`config.mk`:
```
export PLATFORM = sky130hd
export DESIGN_NAME = sonuc_bcd_donusturucu
export DESIGN_NICKNAME = d
export VERILOG_FILES = /design/src/rtl/hesap_pkg.sv /design/src/rtl/bcd_arti3.sv /design/src/rtl/sonuc_bcd_donusturucu.sv
export SDC_FILE = /design/constraint.sdc
export NUM_CORES = 1
export LEC_CHECK = 0
export ABC_CLOCK_PERIOD_IN_PS = 4100
export BUFFER_PORTS_ARGS = -buffer_cell sky130_fd_sc_hd__clkbuf_2
export CORE_MARGIN = 2
export CORE_UTILIZATION = 55
export CTS_CLUSTER_SIZE = 25
export DETAILED_ROUTE_END_ITERATION = 8
export PLACE_DENSITY = 0.8
export SLEW_MARGIN = 20
export SYNTH_ARGS = -nofsm -noshare
export SYNTH_HDL_FRONTEND = slang
export SYNTH_SLANG_ARGS = --single-unit
```
`constraint.sdc`:
```
create_clock -name clk -period 4.1 [get_ports clk]
set_input_delay 0.82 -clock clk [delete_from_list [all_inputs] [get_ports clk]]
set_output_delay 0.82 -clock clk [all_outputs]
set_load 0.05 [all_outputs]
```
`src/rtl/hesap_pkg.sv`:
```
// Shared definitions for the divider result to BCD converter: state encoding
// and the fixed widths of the integer part and its decimal form.
package hesap_pkg;

  localparam logic [1:0] BOS   = 2'd0;
  localparam logic [1:0] TAM   = 2'd1;
  localparam logic [1:0] KESIR = 2'd2;
  localparam logic [1:0] BITTI = 2'd3;

  localparam int TAM_BIT      = 32;
  localparam int BCD_HANE     = 10;
  localparam int BCD_GENISLIK = 40;

endpackage

```
`src/rtl/bcd_arti3.sv`:
```
// Double-dabble digit correction: a BCD digit of 5 or more gets 3 added so the
// following left shift carries correctly into the next decimal digit.
module bcd_arti3 (
  input  logic [3:0] hane,
  output logic [3:0] duzeltilmis
);

  assign duzeltilmis = (hane >= 4'd5) ? hane + 4'd3 : hane;

endmodule

```
`src/rtl/sonuc_bcd_donusturucu.sv`:
```
// Converts the divider's 32.32 fixed-point result into 10 integer BCD digits
// (double-dabble, one bit per clock) and KESIR_HANE truncated fraction digits.
module sonuc_bcd_donusturucu
  import hesap_pkg::*;
#(
  parameter int KESIR_HANE = 4
) (
  input  logic                    clk,
  input  logic                    rst,
  input  logic [63:0]             sonuc,
  input  logic                    tasma,
  input  logic                    giris_gecerli,
  output logic                    mesgul,
  output logic [BCD_GENISLIK-1:0] tam_bcd,
  output logic [4*KESIR_HANE-1:0] kesir_bcd,
  output logic                    hata,
  output logic                    cikis_gecerli
);

  logic [1:0]                durum;
  logic [TAM_BIT-1:0]        tam_sr;
  logic [31:0]               kesir_r;
  logic [BCD_GENISLIK-1:0]   bcd_r;
  logic [BCD_GENISLIK-1:0]   bcd_duz;
  logic [4*KESIR_HANE-1:0]   kesir_hane_r;
  logic [4*KESIR_HANE-1:0]   kesir_hane_sonraki;
  logic                      tasma_r;
  logic [5:0]                sayac;
  logic [35:0]               carpim;

  // Fraction digit extraction: the integer part of fraction*10 is the next digit.
  function automatic logic [35:0] carpi10(input logic [31:0] x);
    logic [35:0] genis;
    genis = {4'd0, x};
    return (genis << 3) + (genis << 1);
  endfunction

  genvar g;
  generate
    for (g = 0; g < BCD_HANE; g++) begin : g_arti3
      bcd_arti3 u_arti3 (
        .hane        (bcd_r[4*g +: 4]),
        .duzeltilmis (bcd_duz[4*g +: 4])
      );
    end
  endgenerate

  assign carpim = carpi10(kesir_r);
  assign mesgul = (durum != BOS);

  always_comb begin
    kesir_hane_sonraki      = kesir_hane_r << 4;
    kesir_hane_sonraki[3:0] = carpim[35:32];
  end

  always_ff @(posedge clk) begin
    if (rst) begin
      durum         <= BOS;
      tam_sr        <= '0;
      kesir_r       <= '0;
      bcd_r         <= '0;
      kesir_hane_r  <= '0;
      tasma_r       <= 1'b0;
      sayac         <= '0;
      tam_bcd       <= '0;
      kesir_bcd     <= '0;
      hata          <= 1'b0;
      cikis_gecerli <= 1'b0;
    end else begin
      cikis_gecerli <= 1'b0;
      case (durum)
        BOS: begin
          if (giris_gecerli) begin
            tam_sr       <= sonuc[63:32];
            kesir_r      <= sonuc[31:0];
            tasma_r      <= tasma;
            bcd_r        <= '0;
            kesir_hane_r <= '0;
            sayac        <= '0;
            durum        <= TAM;
          end
        end
        TAM: begin
          bcd_r  <= {bcd_duz[BCD_GENISLIK-2:0], tam_sr[TAM_BIT-1]};
          tam_sr <= {tam_sr[TAM_BIT-2:0], 1'b0};
          if (sayac == 6'(TAM_BIT - 1)) begin
            sayac <= '0;
            durum <= KESIR;
          end else begin
            sayac <= sayac + 6'd1;
          end
        end
        KESIR: begin
          kesir_hane_r <= kesir_hane_sonraki;
          kesir_r      <= carpim[31:0];
          if (sayac == 6'(KESIR_HANE - 1)) begin
            sayac <= '0;
            durum <= BITTI;
          end else begin
            sayac <= sayac + 6'd1;
          end
        end
        default: begin
          tam_bcd       <= bcd_r;
          kesir_bcd     <= kesir_hane_r;
          hata          <= tasma_r;
          cikis_gecerli <= 1'b1;
          durum         <= BOS;
        end
      endcase
    end
  end

endmodule

```
=== After elaboration in Yosys (flattened, before gate mapping) ===
Cells that the tools add are included.

* Output and inout bits: 59
* Register bits: 187
* Logic and storage cells: 78
* Input port bits: 68

* $lt $le $gt $ge: 10
* $add $sub $neg: 12
* Reduce and logical (&&, ||, !) cells: 11
* Mux-type cells: 27
* Eq/ne operators: 7

{| class="wikitable"
|+ Operators by type and width
! operator !! count
|-
| $pmux W32 S2 || 2
|-
| $pmux W40 S2 || 1
|-
| $mux W32 || 2
|-
| $ge A4 B3 Y1 const B || 10
|-
| $mux W40 || 1
|-
| $add A35 B33 Y36 || 1
|-
| $add A4 B2 Y4 const B || 9
|-
| $mux W4 || 9
|-
| $pmux W16 S2 || 1
|-
| $mux W6 || 3
|-
| $pmux W6 S3 || 1
|-
| $mux W16 || 1
|-
| $reduce_and A2 Y1 || 4
|-
| $add A6 B1 Y6 const B || 1
|-
| $eq A6 B2 Y1 const B || 1
|-
| $eq A6 B5 Y1 const B || 1
|-
| $mux W2 || 3
|-
| $ne A2 B2 Y1 const B || 3
|-
| $pmux W2 S3 || 1
|-
| $reduce_bool A2 Y1 || 3
|-
| $add A3 B2 Y3 const B || 1
|-
| $mux W3 || 1
|-
| $reduce_and A3 Y1 || 1
|-
| $reduce_bool A3 Y1 || 1
|-
| other kinds (5) || 5
|}

=== Logic depth before layout (Yosys ltp) ===
* Depth after elaboration: 3
* Gate-level depth with buffers: 11
* Mapped depth without buffers: 10

=== Cells and area by module ===
A second synthesis with hierarchy kept.

* Cell total of the unflattened synthesis: 1154
* Area, all modules: 9853.2 um^2

{| class="wikitable"
|+ Modules (own cells, without submodules)
! module !! area each (um^2) !! times used !! cells each !! sequential area each (um^2)
|-
| sonuc_bcd_donusturucu || 8839.7 || 1 || 994 || 3743.6
|-
| bcd_arti3 || 101.3 || 10 || 16 || 0.0
|}

=== Worst setup path before layout ===
No wires, ideal clock.

* Path kind: register -> register
* Start: register kesir_r[2]
* End: register kesir_hane_r[1]
* Arrival: 2.515 ns
* Path buffers: 0
* Setup time: 0.115 ns
* Stages on the path, launching flop included: 11
* Clock period less this slack: 2.630 ns
* Required time: 3.985 ns
* Path slack: 1.470 ns
* Path through: dfxtp_1 -> ha_1 -> inv_1 -> fa_1 -> and2b_2 -> o2111ai_4 -> a2111oi_4 -> nor3_4 -> a2111oi_4 -> o21ai_0 -> a31o_1

* Cells in the longest elaborated chain, start to end: 2

{| class="wikitable"
|+ RTL lines
! element !! RTL line !! RTL
|-
| start: declaration || sonuc_bcd_donusturucu.sv:22 || <nowiki>logic [31:0] kesir_r;</nowiki>
|-
| start signal: assignment || sonuc_bcd_donusturucu.sv:75 || <nowiki>kesir_r <= sonuc[31:0];</nowiki>
|-
| start signal: assignment || sonuc_bcd_donusturucu.sv:95 || <nowiki>kesir_r <= carpim[31:0];</nowiki>
|-
| $add A35 B33 Y36 || sonuc_bcd_donusturucu.sv:35 || <nowiki>return (genis << 3) + (genis << 1);</nowiki>
|-
| $pmux W16 S2 || sonuc_bcd_donusturucu.sv:71 || <nowiki>case (durum)</nowiki>
|-
| end signal: assignment || sonuc_bcd_donusturucu.sv:94 || <nowiki>kesir_hane_r <= kesir_hane_sonraki;</nowiki>
|-
| end: declaration || sonuc_bcd_donusturucu.sv:25 || <nowiki>logic [4*KESIR_HANE-1:0] kesir_hane_r;</nowiki>
|}

Every way passes these cells.
A chain may end at the register's enable or synchronous reset.

=== Worst setup path in the final report ===
* Start: register durum[0]
* End: register kesir_r[29]

* Cells in the longest elaborated chain, start to end: 3
* Elaborated cells between the ends (all ways): 6
* Those cells by class: 2 x eq/ne; 1 x mux; 3 x reduce/logical

{| class="wikitable"
|+ RTL lines
! element !! RTL line !! RTL
|-
| start: declaration || sonuc_bcd_donusturucu.sv:20 || <nowiki>logic [1:0] durum;</nowiki>
|-
| start signal: assignment || sonuc_bcd_donusturucu.sv:58 || <nowiki>durum <= BOS;</nowiki>
|-
| start signal: assignment || sonuc_bcd_donusturucu.sv:80 || <nowiki>durum <= TAM;</nowiki>
|-
| start signal: assignment || sonuc_bcd_donusturucu.sv:88 || <nowiki>durum <= KESIR;</nowiki>
|-
| $eq A2 B2 Y1 or $logic_not A2 Y1 (tied branches) || sonuc_bcd_donusturucu.sv:71 ||
|-
| $reduce_bool A2 Y1 (no line) or $ne A2 B2 Y1 (tied branches) || - ||
|-
| $reduce_and A2 Y1 (no line) || - ||
|}

Several ways; a longest one is shown, not always the timed one.

==> results_dict.tcl <==
set metrics [dict create \
    outcome "complete, no violations" \
    yosys_warnings 0 \
    numPortBuffers 126 \
    die_area_um2 18970 \
    fin_skew_ns 0.01201 \
    dieHeight_um 137.7 \
    cts_tree "built" \
    antenna_found_initial 0 \
    vias_per_cell 5.793 \
    wl_per_cell_um 15.50 \
    die_x_um 137.7 \
    reg2reg_from "durum[0]$_SDFFE_PP0P_" \
    grt_pass1_vias 7854 \
    dp.final_hpwl_um 15620 \
    hold_viol_final 0 \
    grt_setup_unrepaired "no" \
    cts.sinks 187 \
    drive_gt1_share_pct 15.29 \
    period_minus_slack_ns 2.909 \
    cts_setup_buffers 0 \
    finalSetupTns_ns 0 \
    hold_buffers 0 \
    cp_data_arrival_time_ns 3.23 \
    final_cell_mix "dfxtp_1, nor2_1, clkbuf_2" \
    critPathLaunch "durum[0]$_SDFFE_PP0P_" \
    overflow 0 \
    syn_area_per_cell_um2 8.474 \
    worstMarginPinSlew_ns 1.086 \
    start_util_pct 56.49 \
    synthTopCellsByArea "dfxtp_1, mux2i_1, ha_1, nor2_1, a21oi_1" \
    end_kind "flip-flop" \
    syn_nets 1285 \
    final_util_pct 64.02 \
    syn_inst 1161 \
    ys_ff_latch 187 \
    r2r-end "kesir_r[29]$_SDFFE_PP0P_" \
    pin_count 127 \
    ir_worst_vdd_uv 694.9 \
    htreeDepth 4 \
    hold_class "flip-flop to flip-flop" \
    dpl-instance-area_um2 10590 \
    yosysTopAreaCellShare_pct 38.05 \
    synth_area_um2 9838 \
    cts_made_buffers 17 \
    slew_headroom_pct 27.60 \
    maxCapViolations 0 \
    synth_cell_types 67 \
    gp_congestion 0.9131 \
    num_rows 48 \
    dr_total_vias 8579 \
    grt_max_degree 92 \
    core_region_area_um2 17420 \
    setup_viol 0 \
    cp.required_ns 4.42 \
    endpoint "kesir_r[29]$_SDFFE_PP0P_" \
    cts_buffer_depth 2 \
    fmax_ghz 0.3437 \
    antenna_left 0 \
    slew_violations 0 \
    cp_max_fo 18 \
    first_pass_iters 6 \
    seq_area_frac_synth_pct 38.05 \
    final_common_cell "dfxtp_1" \
    clk-insertion-delay-late_ns 0.43 \
    ff2ff_setup_slack_ns 1.19 \
    drt_wl_total_um 22950 \
    yosysTopAreaCell "dfxtp_1" \
    p_leak_nw 4.220 \
    synthArstFlopShare_pct 0 \
    clk_pin_slew_ns 0.07 \
    root_buffer "clkbuf_16" \
    grt_use_total_pct 24.51 \
    synth_edf_count 0 \
    total_power_mw 6.550 \
    cts_resized 0 \
    diodes 0 \
    cp-start-kind "flip-flop" \
    crit_type "flip-flop to flip-flop" \
    reg2reg_depth 8 \
    drtIter0Drc 482 \
    remaining_drc_errors 0 \
    power_density_nw_per_um2 587.4 \
    final_nets 1367 \
    final_area_um2 11150 \
    final.period_utilization_pct 70.96 \
    syn_to_final_growth_pct 13.34 \
    ys.flop_type "dfxtp_1" \
    grt_pass1_wl_um 37760 \
]
stage by stage:
step                      hold slack, ns  worst slack, ns  instances
after floorplan                   0.4316            1.470       1161
after global placement            0.4444            1.227       1449
after detailed placement          0.4529            1.138       1449
after CTS                         0.4619            1.229       1481
after global routing              0.4837           0.9215       1481
final                             0.4570            1.191       1481
worst min path at each step:
stage / depth (start not counted) / from / slack [ns] / to
floorplan: 2 / kesir_hane_r[12]$_SDFFE_PP0P_ / 0.43 / kesir_hane_r[12]$_SDFFE_PP0P_
global placement: 2 / kesir_hane_r[12]$_SDFFE_PP0P_ / 0.44 / kesir_hane_r[12]$_SDFFE_PP0P_
detailed placement: 2 / kesir_hane_r[13]$_SDFFE_PP0P_ / 0.45 / kesir_hane_r[13]$_SDFFE_PP0P_
CTS: 2 / kesir_hane_r[13]$_SDFFE_PP0P_ / 0.46 / kesir_hane_r[13]$_SDFFE_PP0P_
global route: 2 / kesir_hane_r[14]$_SDFFE_PP0P_ / 0.48 / kesir_hane_r[14]$_SDFFE_PP0P_
finish: 2 / kesir_hane_r[13]$_SDFFE_PP0P_ / 0.46 / kesir_hane_r[13]$_SDFFE_PP0P_
layout make-up:
| cell class | instances | area, µm² |
|---|---|---|
| fillers | 1490 | 6266 |
| multi-input cells | 870 | 5736 |
| flip-flops and latches | 187 | 3744 |
| repair buffers | 135 | 704.4 |
| well taps | 225 | 281.5 |
| clock inverters | 14 | 126.4 |
| clock buffers | 18 | 439.2 |
| inverters | 32 | 120.1 |
worst max-delay path, cell delays in order (launching register included):
cell,delay [ns]
dfxtp_1,0.42
inv_1,0.09
ha_1,0.34
nand2b_1,0.60
o21ai_2,0.13
nor2_1,0.80
nand2_1,0.17
o21ai_0,0.19
nor2_1,0.05
routing by layer:
layer	track usage (%)	up-vias	part of all wire, %
li1	-	4305	-
met4	6.349	0	1.4
met5	0	-	0
met3	5.592	26	5.4
met1	32.16	4034	47
met2	40.74	214	46
registers in the layout (all words and copies together) (netlist names):
register       flops
hata               1
tasma_r            1
bcd_r             40
tam_bcd           40
durum              2
kesir_r           32
kesir_hane_r      16
sayac              6
tam_sr            32
kesir_bcd         16
cikis_gecerli      1
cell usage after synthesis, drive strengths merged, types with 2 or more instances:
cell type,count
o221ai,3
buf,15
nor2b,4
or2,2
a2111oi,5
and3,9
ha,55
nand3,30
a31o,2
xor2,18
and2b,2
nand3b,2
nand2b,15
inv,32
a22oi,24
or4,2
clkbuf,57
or3,7
o22ai,3
a21o,8
o41ai,3
a21oi,98
a311oi,2
and2,4
a211oi,54
nand2,70
nor3,30
xnor2,24
nor2,177
dfxtp,187
a31oi,3
nor4,4
o21a,2
o21ai,72
nand4,11
nor3b,3
o21bai,3
o211ai,4
mux2i,99
a221oi,5
report_power, final:
group	switching (mW)	internal (mW)	total [mW]
Sequential	0.206	2.07	2.28
Clock	0.778	0.819	1.60
Combinational	1.73	0.941	2.68
cell families after synthesis:
kind of cell               after synthesis  synth area share [%]
AOI/OAI and AO/OA                      300                 19.80
xor gates and xnor gates                42                 3.739
adders and majority gates               56                 7.198
buffers and inverters                  104                 4.019
DFF                                    187                 38.05
muxes                                  100                 10.19
and+or+nand+nor                        372                 17.00
Power figures use the tool's default switching activity.
